$ cat config.mk
export PLATFORM = sky130hd
export DESIGN_NAME = ula_issue_stage
export DESIGN_NICKNAME = d
export VERILOG_FILES = /design/src/rtl/ula_issue_stage.sv
export SDC_FILE = /design/constraint.sdc
export NUM_CORES = 1
export LEC_CHECK = 0
export ABC_CLOCK_PERIOD_IN_PS = 3200
export BUFFER_PORTS_ARGS = -buffer_cell sky130_fd_sc_hd__buf_2
export CAP_MARGIN = 25
export CORE_ASPECT_RATIO = 1.2
export CORE_UTILIZATION = 52
export DETAILED_ROUTE_END_ITERATION = 8
export PLACE_DENSITY = 0.93
export SLEW_MARGIN = 20
export SYNTH_ARGS = -nofsm -noshare
export SYNTH_HDL_FRONTEND = slang
export SYNTH_SLANG_ARGS = --single-unit
export TNS_END_PERCENT = 30
$ cat constraint.sdc
create_clock -name clk -period 3.2 [get_ports clk]
set_input_delay 0.32 -clock clk [delete_from_list [all_inputs] [get_ports clk]]
set_output_delay 0.32 -clock clk [all_outputs]
set_load 0.02 [all_outputs]
$ cat src/rtl/ula_issue_stage.sv
// Decode-to-execute stage register: ALU control decode, M/W operand forwarding, operand select.
// Latency 1 cycle D->E; no backpressure of its own, StallE holds and FlushE bubbles the stage.
module ula_issue_stage (
   input  logic       clk,
   input  logic       reset,
   input  logic       ValidD,
   input  logic       StallE,
   input  logic       FlushE,
   input  logic [1:0] ALUOp,
   input  logic [2:0] Funct3,
   input  logic       Funct7b5,
   input  logic       Funct7b0,
   input  logic       OpB5,
   input  logic       ALUSrcD,
   input  logic       RegWriteD,
   input  logic [7:0] RD1D,
   input  logic [7:0] RD2D,
   input  logic [7:0] ImmExtD,
   input  logic [4:0] Rs1D,
   input  logic [4:0] Rs2D,
   input  logic [4:0] RdD,
   input  logic [4:0] RdM,
   input  logic       RegWriteM,
   input  logic [7:0] ULAResultM,
   input  logic [4:0] RdW,
   input  logic       RegWriteW,
   input  logic [7:0] ResultW,
   output logic [7:0] SrcA,
   output logic [7:0] SrcB,
   output logic [3:0] ULAControl,
   output logic [4:0] RdE,
   output logic       RegWriteE,
   output logic       ValidE,
   output logic [7:0] WriteDataE
);

   typedef struct packed {
      logic       valid;
      logic       reg_write;
      logic [3:0] ula_ctrl;
      logic       alu_src;
      logic [7:0] rd1;
      logic [7:0] rd2;
      logic [7:0] imm;
      logic [4:0] rs1;
      logic [4:0] rs2;
      logic [4:0] rd;
   } stage_t;

   stage_t     stage_d, stage_q;
   logic [3:0] ula_ctrl_dec;
   logic [7:0] fwd_a, fwd_b;

   always_comb begin
      ula_ctrl_dec = 4'b0000;
      case (ALUOp)
         2'b01: ula_ctrl_dec = (Funct3 == 3'b001) ? 4'b0111 : 4'b0001;
         2'b10: begin
            case (Funct3)
               3'b000: begin
                  // mul (M-extension) takes precedence over sub when both funct7 bits are set
                  if (OpB5 && Funct7b0)      ula_ctrl_dec = 4'b0110;
                  else if (OpB5 && Funct7b5) ula_ctrl_dec = 4'b0001;
                  else                       ula_ctrl_dec = 4'b0000;
               end
               3'b100:  ula_ctrl_dec = (OpB5 && Funct7b0) ? 4'b1000 : 4'b0100;
               3'b010:  ula_ctrl_dec = 4'b0101;
               3'b110:  ula_ctrl_dec = 4'b0011;
               3'b111:  ula_ctrl_dec = 4'b0010;
               default: ula_ctrl_dec = 4'b0000;
            endcase
         end
         default: ula_ctrl_dec = 4'b0000;
      endcase
   end

   always_comb begin
      stage_d = stage_q;
      if (FlushE) begin
         stage_d = '0;
      end else if (!StallE) begin
         stage_d.valid     = ValidD;
         stage_d.reg_write = ValidD & RegWriteD;
         stage_d.ula_ctrl  = ula_ctrl_dec;
         stage_d.alu_src   = ALUSrcD;
         stage_d.rd1       = RD1D;
         stage_d.rd2       = RD2D;
         stage_d.imm       = ImmExtD;
         stage_d.rs1       = Rs1D;
         stage_d.rs2       = Rs2D;
         stage_d.rd        = RdD;
      end
   end

   always_ff @(posedge clk or posedge reset) begin
      if (reset) stage_q <= '0;
      else       stage_q <= stage_d;
   end

   // Memory stage is younger than write-back, so it wins; x0 is never forwarded.
   always_comb begin
      fwd_a = stage_q.rd1;
      if (RegWriteM && (RdM != 5'd0) && (RdM == stage_q.rs1))      fwd_a = ULAResultM;
      else if (RegWriteW && (RdW != 5'd0) && (RdW == stage_q.rs1)) fwd_a = ResultW;

      fwd_b = stage_q.rd2;
      if (RegWriteM && (RdM != 5'd0) && (RdM == stage_q.rs2))      fwd_b = ULAResultM;
      else if (RegWriteW && (RdW != 5'd0) && (RdW == stage_q.rs2)) fwd_b = ResultW;
   end

   assign SrcA       = fwd_a;
   assign SrcB       = stage_q.alu_src ? stage_q.imm : fwd_b;
   assign WriteDataE = fwd_b;
   assign ULAControl = stage_q.ula_ctrl;
   assign RdE        = stage_q.rd;
   assign RegWriteE  = stage_q.reg_write;
   assign ValidE     = stage_q.valid;

endmodule

### Word-level counts from Yosys, hierarchy flattened

Cells that the tools add are included.

| word-level totals | value |
|---|---|
| input port bits | 82 |
| logic and storage cells | 47 |
| register bits | 46 |
| output and inout port bits | 35 |

| operators by class | value |
|---|---|
| bitwise operators | 1 |
| eq/ne operators | 12 |
| reduce and logical (&&, ||, !) cells | 11 |
| muxes and demuxes | 13 |

Operators with widths:

| cell | number |
|---|---|
| $mux W46 | 2 |
| $mux W8 | 5 |
| $eq A5 B5 Y1 | 4 |
| $pmux W4 S5 | 1 |
| $reduce_bool A5 Y1 | 2 |
| $eq A3 B3 Y1 const B | 3 |
| $logic_and A1 B1 Y1 | 8 |
| $pmux W4 S2 | 1 |
| $mux W3 | 2 |
| $mux W4 | 1 |
| $eq A3 B1 Y1 const B | 1 |
| $eq A3 B2 Y1 const B | 1 |
| $logic_not A3 Y1 | 1 |
| $eq A2 B1 Y1 const B | 1 |
| $eq A2 B2 Y1 const B | 1 |
| $ne A2 B1 Y1 const B | 1 |
| $and A1 B1 Y1 | 1 |
| $mux W1 | 1 |

### Longest topological paths before layout

Gate-level depths: netlist of the first run.

| logic depth | value |
|---|---|
| depth in word-level cells | 7 |
| depth in mapped cells | 7 |
| mapped depth without buffers | 7 |

### Worst setup path after synthesis of the first run

OpenSTA, ideal clock, no wires.

| path | value |
|---|---|
| path kind | input port to output port |
| from | input port RdW[1] |
| to | output port SrcB[0] |
| data required time | 2.880 ns |
| setup slack | 0.865 ns |
| data arrival time | 2.015 ns |
| stages | 6 |
| cells stage by stage | or4_4 -> o211ai_2 -> buf_6 -> o21ai_0 -> o311a_2 -> o31ai_1 |

| on the way | value |
|---|---|
| cells in the longest elaborated chain, start to end | 6 |

RTL lines:

| item | line | text |
|---|---|---|
| start: declaration | 25 | `input logic [4:0] RdW,` |
| $reduce_bool A5 Y1 | 108 | `else if (RegWriteW && (RdW != 5'd0) && (RdW == stage_q.rs2)) fwd_b = ResultW;` |
| $logic_and A1 B1 Y1 | 108 |  |
| $logic_and A1 B1 Y1 * | 108 |  |
| $mux W8 * | 108 |  |
| $mux W8 * | 107 | `if (RegWriteM && (RdM != 5'd0) && (RdM == stage_q.rs2)) fwd_b = ULAResultM;` |
| $mux W8 * | 112 | `assign SrcB = stage_q.alu_src ? stage_q.imm : fwd_b;` |
| end: declaration | 29 | `output logic [7:0] SrcB,` |

Every way passes the cells marked *; elsewhere a longest branch is shown, timed or not.

### Worst setup path in the final report of the first run

| path | value |
|---|---|
| from | register stage_q[9] (netlist name) |
| to | output port SrcB[4] |

| on the way | value |
|---|---|
| cells in the longest elaborated chain, start to end | 5 |

RTL lines:

| item | line | text |
|---|---|---|
| start: declaration | 50 | `stage_t stage_d, stage_q;` |
| start signal: assignment | 97 | `else stage_q <= stage_d;` |
| $eq A5 B5 Y1 | 108 |  |
| $logic_and A1 B1 Y1 | 108 |  |
| $mux W8 | 108 |  |
| $mux W8 * | 107 |  |
| $mux W8 * | 112 |  |

Marks and branches as above.

==> run metrics, run 1 <==
status=complete, no violations; setup_tns=0 ns; Setup Fix Bufs, Post-CTS=0; Synth cell types=41; gpl congestion=0.8792; area of the core=5298 µm²; Clock Sinks=46; net count after synthesis=376; synth warn=0; R2R setup slack=2.24 ns; top-area cell type share of the netlist area=40.21%; Row Count=29; Clock Latency Late Sink=0.29 ns; Routed Antenna Nets=0; EDFF count, synth=0; H-tree depth=2; number of global-route vias before repair=2,518; Vias/cell=5.505; hold-critical path depth=3; gr usage total=25.03%; Ports=117; final wirelength=7.165 mm; CP Max Fanout=16; leakage power=0.001801 µW; initial antenna violation count=0; DR WL/cell=15.75 µm; DR pass1 iterations=4; Crit. End Element=output port; total grt overflow=0; endpoints failing setup=0; synth cell count leaders=57 x nor2_1, 48 x mux2i_1, 46 x dfrtp_1; RSZ-0062 raised after global routing=false; final HPWL from detailed placement=5.232 mm; Max-Cap Viols=0; Die X=69.73 µm; PwrDens=380.0 nW/µm²; CP required=2.88 ns; Die ar.=5807 µm²; largest net degree at the start of global routing=47; sequential area share after synthesis=40.21%; crit path launch type=register; P&R area growth vs syn=21.85%; Synth Flop Type=dfrtp_1; DRT iter0 DRCs=197; CTS buffer count=5; CTS tree=built; Total Nets Final=476; Resized cells post-CTS=0; most frequent cell after synthesis=nor2_1; Max-Slew Margin vs Limit=43.34%; CTS Root Cell=clkbuf_8; IO Port Bufs=116; mean area per synthesized cell=9.804 µm²; cells after synthesis=292; final number of hold-violating endpoints=0; hold bufs inserted after CTS=0; fraction of layout instances using a drive strength above 1=37.15%; worst min path class=input pin to register; Worst Clk Skew=0 ns; WS Path Type=register to output port; Synth Cell Area=2863 µm²; Final Cycle Share=87.87%; worst reg-to-reg path cell count=2; Peak Freq=0.3556 GHz; #FFs+latches synth=46; vias post-DR=2,505; Reg clk slew, reported paths=0.08 ns; final hold slack=0.2568 ns; die height=83.28 µm; first-pass GRT wire length=11.70 mm; Synth area leader=dfrtp_1; Initial Util=54.04%; Slew Limit Fails=0; share of flip-flops with an asynchronous set or reset=100.0%; final worst path period need=2.812 ns; synth top area cells=dfrtp_1 40%, mux2i_1 17%, nor2_1 7.5%; worst slew pin tran=0.8498 ns; Worst VDD drop=271.0 µV; drt drc=0; Clock Path Buffers=2; fill count=439; CP arrival=2.49 ns; n_diodes=0
registers in the layout, indices dropped and copies added (netlist names):
| signal | cells |
|---|---|
| RegWriteE | 1 |
| ULAControl | 4 |
| stage_q | 35 |
| ValidE | 1 |
| RdE | 5 |
final cells by class:
type	count	area [µm²]	area share (%)
multi-input combinational	209	1509	43.26
tap	62	77.57	2.224
inverter	11	41.29	1.184
clock buffer	7	86.33	2.475
timing repair buffer	119	618.1	17.72
sequential	46	1151	33.00
clock inverter	1	5.005	0.1435
per-layer routing:
metal | part of all wire, % | global-route usage [%] | vias to the layer above
met3 | 6.2 | 5.340 | 14
met4 | 2.0 | 9.091 | 0
met5 | 0 | 0 | -
met1 | 41 | 30.29 | 1178
li1 | - | - | 1197
met2 | 51 | 43.60 | 116
cell usage in the layout (no fill, tap or decap), types with 3 or more instances in the layout:
master / instances
or3_1: 7
buf_2: 116
a31oi_2: 7
dfrtp_1: 46
nand2_1: 4
o21ai_0: 10
xnor2_1: 16
nand4_1: 3
mux2_2: 7
nor3_1: 7
a21oi_1: 12
clkbuf_8: 6
mux2i_1: 48
inv_1: 10
xor2_1: 4
a22oi_1: 3
nor2_1: 57
worst max-delay path, stage by stage, from the launching register on:
cell and delay [ns]:
dfrtp_1 0.44, xnor2_1 0.17, nand4_1 0.51, or3_1 0.53
a31oi_2 0.22, mux2_2 0.18, buf_2 0.16
cells by family (layout without fill, tap and decap cells):
logic type / Yosys count / in the layout / share of synthesized area [%]
compound gates: 41 / 41 / 10.80
xor+xnor: 20 / 20 / 6.119
fa+ha+maj: 2 / 2 / 0.8740
buf+inv: 37 / 138 / 7.080
flops: 46 / 46 / 40.21
mux: 55 / 55 / 19.54
simple gates: 91 / 91 / 15.38
metrics by stage:
| step | std cells | cell area (µm²) | utilization [%] | setup slack (ns) | power, µW |
|---|---|---|---|---|---|
| 5_1_grt | 455 | 3488 | 65.85 | 0.2422 | 1391 |
| 4_1_cts | 453 | 3458 | 65.28 | 0.3885 | 1327 |
| 2_1_floorplan | 292 | 2863 | - | 0.8646 | 851.4 |
| 6_report | 455 | 3488 | 65.85 | 0.3882 | 1326 |
| 3_3_place_gp | 445 | 3367 | 63.56 | 0.5360 | 955.5 |
| 3_5_place_dp | 445 | 3367 | 63.56 | 0.5260 | 966.3 |
worst paths after layout:
kind,from,end
hold / removal,RD1D[4],stage_q[35]
min in group asynchronous,reset,stage_q[7]
max in group asynchronous,reset,stage_q[30]
setup / recovery,stage_q[9],SrcB[4]
hold reg to reg,stage_q[27],stage_q[27]
setup reg to reg,stage_q[39],stage_q[39]
power by group:
part | leakage (µW) | switching (µW) | total, µW | internal, µW
logic | 0.00114 | 185 | 325 | 140
registers | 0.000613 | 24.5 | 636 | 611
clock network | 0.0000482 | 191 | 365 | 174
total | 0.00180 | 400 | 1330 | 925
(Power assumes the default switching activity.)
==> run 2: changes to the inputs <==
--- a/config.mk
+++ b/config.mk
@@ -8,9 +8,10 @@
 export ABC_CLOCK_PERIOD_IN_PS = 3200
 export BUFFER_PORTS_ARGS = -buffer_cell sky130_fd_sc_hd__buf_2
 export CAP_MARGIN = 25
-export CORE_ASPECT_RATIO = 1.2
+export CORE_ASPECT_RATIO = 1.1
 export CORE_UTILIZATION = 52
 export DETAILED_ROUTE_END_ITERATION = 8
+export GPL_TIMING_DRIVEN = 0
 export PLACE_DENSITY = 0.93
 export SLEW_MARGIN = 20
 export SYNTH_ARGS = -nofsm -noshare
==> run 2 against run 1 <==
  * Via count increased by 6.7%
  * Largest cell class unchanged
  * Clock-buffer cell count is the same
  * Hold slack about the same
  * Register-to-register slack improved by 0.11 ns
  * Non-clock buffer count is 23 higher
  * Flip-flop and latch count did not move
  * Largest power group unchanged
  * First-iteration DRC count grew 15%
  * Core utilization rose by 5.1 points
  * Global-route usage grew 2.7 points
==> run metrics, run 2 (synthesis results as in run 1) <==
Worst Clk Skew=0 ns; total grt overflow=0; CP Cell Sequence=xnor2_1 -> nand3_1 -> or4_1 -> clkbuf_1 -> buf_2 -> a21oi_1 -> buf_2; Max-Cap Viols=0; final number of hold-violating endpoints=0; Peak Freq=0.3639 GHz; Die ar.=5807 µm²; largest net degree at the start of global routing=34; Routed Antenna Nets=0; gpl congestion=0.8774; fill count=410; CTS Root Cell=clkbuf_8; Reg clk slew, reported paths=0.09 ns; die height=79.82 µm; Resized cells post-CTS=0; Clock Latency Late Sink=0.29 ns; DRT iter0 DRCs=227; DR pass1 iterations=4; worst slew pin tran=0.7969 ns; RSZ-0062 raised after global routing=false; gr usage total=27.74%; crit-path most repeated cell=buf_2; Ports=117; H-tree depth=2; CTS buffer count=5; final wirelength=7.670 mm; n_diodes=0; Biggest register=stage_q; first-pass GRT wire length=12.14 mm; Clock Sinks=46; area of the core=5135 µm²; Vias/cell=5.480; Max-Slew Margin vs Limit=46.48%; hold bufs inserted after CTS=1; vias post-DR=2,674; leakage power=0.001881 µW; worst min path class=input pin to register; number of global-route vias before repair=2,653; Worst VDD drop=231.9 µV; Util after Layout=70.98%; FF+latch area=1151 µm²; max reg flops=35; Final Cycle Share=85.88%; Clock Path Buffers=2; area taken by multi-input logic gates=1509 µm²; CTS tree=built; crit path launch type=register; IO Port Bufs=114; P&R area growth vs syn=27.32%; hold path startpoint=RdD[3]; most common cell after layout, fill and taps aside=buf_2; fraction of layout instances using a drive strength above 1=38.22%; Total Nets Final=499; setup_tns=0 ns; status=complete, no violations; Die X=72.75 µm; initial antenna violation count=0; CP Max Fanout=10; WS Path Type=register to output port; reg-to-reg startpoint=stage_q[39]; DR WL/cell=15.72 µm; Initial Util=55.75%; endpoints failing setup=0; drt drc=0; Slowest-stage cell, CP=or4_1; final worst path period need=2.748 ns; Setup Fix Bufs, Post-CTS=0; CP arrival=2.43 ns; Slew Limit Fails=0; total design power=1344 µW; final HPWL from detailed placement=5.995 mm; R2R setup slack=2.35 ns; Max stage delay on crit path=0.52 ns; most frequent cells in the layout=117 x buf_2, 57 x nor2_1, 48 x mux2i_1; launch point of the worst path=stage_q[10]; PwrDens=368.8 nW/µm²; Crit. End Element=output port; CP required=2.88 ns; Row Count=27
run 2: cell types whose count changed in the layout (fill, tap and decap cells not counted), sizes merged:
| cell | change |
|---|---|
| buf | +15 |
| clkbuf | +8 |
run 2: final timing paths:
| check | to | depth (start not counted) |
|---|---|---|
| min | RdE[3] | 3 |
| max | SrcA[5] | 7 |
| max in group asynchronous | stage_q[31] | 4 |
| min reg2reg | stage_q[21] | 2 |
| min in group asynchronous | stage_q[9] | 3 |
| max reg2reg | stage_q[39] | 3 |
run 2: critical path, delay by kind of cell, from the launching register on:
family | cells | cell delay (ns)
buffers and inverters | 3 | 0.67
AND/OR/NAND/NOR | 2 | 0.61
flip-flops | 1 | 0.43
AO/OA/AOI/OAI | 1 | 0.24
XOR/XNOR | 1 | 0.17
run 2: where the power goes:
part,total (µW),switching [µW],internal [µW]
Clock,365,190,174
Combinational,346,195,151
Sequential,634,22.5,611
Total,1340,407,937
run 2: cell type report:
| cell class | instances | share of cell area (%) |
|---|---|---|
| Buffer | 26 | 4.428 |
| Clock buffer | 7 | 2.369 |
| Clock inverter | 1 | 0.1373 |
| Inverter | 11 | 1.133 |
| Multi-Input combinational cell | 209 | 41.40 |
| Sequential cell | 46 | 31.58 |
| Tap cell | 72 | 2.472 |
| Timing Repair Buffer | 116 | 16.48 |
run 2: per-layer routing:
layer	up-vias	track usage [%]	routed length, µm	part of all wire (%)
met3	19	5.177	552	7.2
met4	0	12.16	165	2.2
met1	1272	34.57	3039	40
li1	1248	-	-	-
met5	-	0	0	0
met2	135	46.54	3913	51
run 2: through the flow:
step                      cells  hold slack (ns)  area [µm²]  worst slack, ns
after floorplan             292           0.4730        2863           0.8646
after global placement      478           0.4980        3523           0.6087
after detailed placement    479           0.2928        3543           0.5832
after CTS                   488           0.2521        3645           0.5173
after global routing        488           0.2598        3645           0.3571
final                       488           0.2564        3645           0.4519
==> run 3: changes to the inputs <==
--- a/config.mk
+++ b/config.mk
@@ -13,6 +13,7 @@
 export DETAILED_ROUTE_END_ITERATION = 8
 export GPL_TIMING_DRIVEN = 0
 export PLACE_DENSITY = 0.93
+export REMOVE_ABC_BUFFERS = 1
 export SLEW_MARGIN = 20
 export SYNTH_ARGS = -nofsm -noshare
 export SYNTH_HDL_FRONTEND = slang
==> run 3 against run 2 <==
  * Cell count down 5.1%
  * Register-to-register slack got worse by 0.11 ns
  * Critical path depth is 1 lower
  * Critical endpoint is now SrcB[0]
  * Global-route usage shrank 2.2 points
  * First-iteration DRC count shrank 68%
  * Sequential share of layout area is 1.2 points higher
  * Die area unchanged
  * Flip-flop and latch count is the same
  * Cell area down 3.5%
  * Sequential power about the same
  * Core utilization is 2.5 points lower
  * Clock-buffer cell count down 2
==> run metrics, run 3 (synthesis results as in run 1) <==
CTS Root Cell=clkbuf_8; Die X=72.75 µm; most common cell after layout, fill and taps aside=buf_2; Final Cycle Share=87.65%; Total Nets Final=474; H-tree depth=2; final wirelength=6.888 mm; CP Max Fanout=9; final number of hold-violating endpoints=0; Max-Slew Margin vs Limit=42.96%; worst slew pin tran=0.8556 ns; vias post-DR=2,467; Routed Antenna Nets=0; Sw Share=29.69%; Slowest-stage cell, CP=or2_1; DRT iter0 DRCs=72; Worst VDD drop=269.3 µV; fill count=441; CP arrival=2.48 ns; WP buf/inv=1; final worst path period need=2.805 ns; gr usage total=25.51%; combinational share of power=22.9%; CP Cell Sequence=xnor2_1 -> nand4_1 -> or2_1 -> o311a_2 -> o31ai_1 -> buf_2; status=complete, no violations; largest net degree at the start of global routing=50; leakage power=0.001798 µW; Max stage delay on crit path=0.53 ns; Clock Path Buffers=2; CP required=2.88 ns; Resized cells post-CTS=0; P&R area growth vs syn=22.81%; initial antenna violation count=0; net switching power=415.1 µW; WS Path Type=register to output port; worst min path class=input pin to async pin; Pint=983.1 µW; Slew Limit Fails=0; DR WL/cell=14.88 µm; Crit. End Element=output port; delay-heaviest family, CP=simple AND/OR/NAND/NOR gates; PwrDens=397.7 nW/µm²; CTS buffer count=5; Setup Fix Bufs, Post-CTS=0; Biggest register=stage_q; Die ar.=5807 µm²; Seq pwr share=45.4%; max reg flops=35; area of the core=5135 µm²; n_diodes=0; Reg clk slew, reported paths=0.09 ns; Ports=117; hold bufs inserted after CTS=0; Worst Clk Skew=0 ns; DR pass1 iterations=4; die height=79.82 µm; fraction of layout instances using a drive strength above 1=37.34%; Clk pwr share=31.7%; total design power=1398 µW; drt drc=0; Clock Latency Late Sink=0.30 ns; setup_tns=0 ns; Row Count=27; number of global-route vias before repair=2,480; Vias/cell=5.328; most frequent cells in the layout=115 x buf_2, 57 x nor2_1, 48 x mux2i_1; endpoints failing setup=0; Peak Freq=0.3565 GHz; total grt overflow=0; gpl congestion=0.8314; Initial Util=55.75%; Clock Sinks=46; IO Port Bufs=116; final HPWL from detailed placement=5.096 mm; first-pass GRT wire length=11.43 mm; Max-Cap Viols=0; crit path launch type=register; RSZ-0062 raised after global routing=false; CTS tree=built
[run 3: cell type report]
class	count	area (µm²)	area share (%)
Clock buffer	5	68.82	1.957
Clock inverter	3	45.04	1.281
Inverter	11	41.29	1.174
Multi-Input combinational cell	209	1509	42.92
Sequential cell	46	1151	32.74
Tap cell	72	90.09	2.562
Timing Repair Buffer	117	610.6	17.37
[run 3: worst paths after layout]
check | endpoint | start | cells after the start | slack [ns]
max in group asynchronous | stage_q[38] | reset | 3 | 2.61
setup reg to reg | stage_q[39] | stage_q[39] | 2 | 2.24
hold reg to reg | ULAControl[3] | ULAControl[3] | 2 | 0.52
min in group clk | RdE[2] | RdD[2] | 3 | 0.25
setup / recovery | SrcB[0] | stage_q[8] | 6 | 0.40
hold / removal | RdE[1] | reset | 2 | 0.08
[run 3: routing by layer]
| metal | track usage, % | routed length [µm] | share of wire, % |
|---|---|---|---|
| met3 | 6.439 | 458 | 6.6 |
| met2 | 46.45 | 3596 | 52 |
| met1 | 29.35 | 2777 | 40 |
| met5 | 0 | 0 | 0 |
| met4 | 6.863 | 55 | 0.80 |
[run 3: power groups by stage]
stage	registers [µW]	logic, µW	clock network, µW
floorplan	646	173	0
global placement	644	309	0
detailed placement	646	323	0
CTS	634	323	452
global route	638	352	473
finish	635	320	443
[run 3: metrics by stage]
step                utilization (%)  hold WS, ns  cells  cell area [µm²]  setup WS (ns)
detailed placement            66.25       0.4320    455             3402         0.4345
global route                  68.47       0.1239    463             3516         0.1596
finish                        68.47      0.07842    463             3516         0.3953
floorplan                         -       0.3831    266             2701         0.7854
global placement              65.67       0.4939    454             3372         0.4947
CTS                           68.47      0.09242    463             3516         0.3225
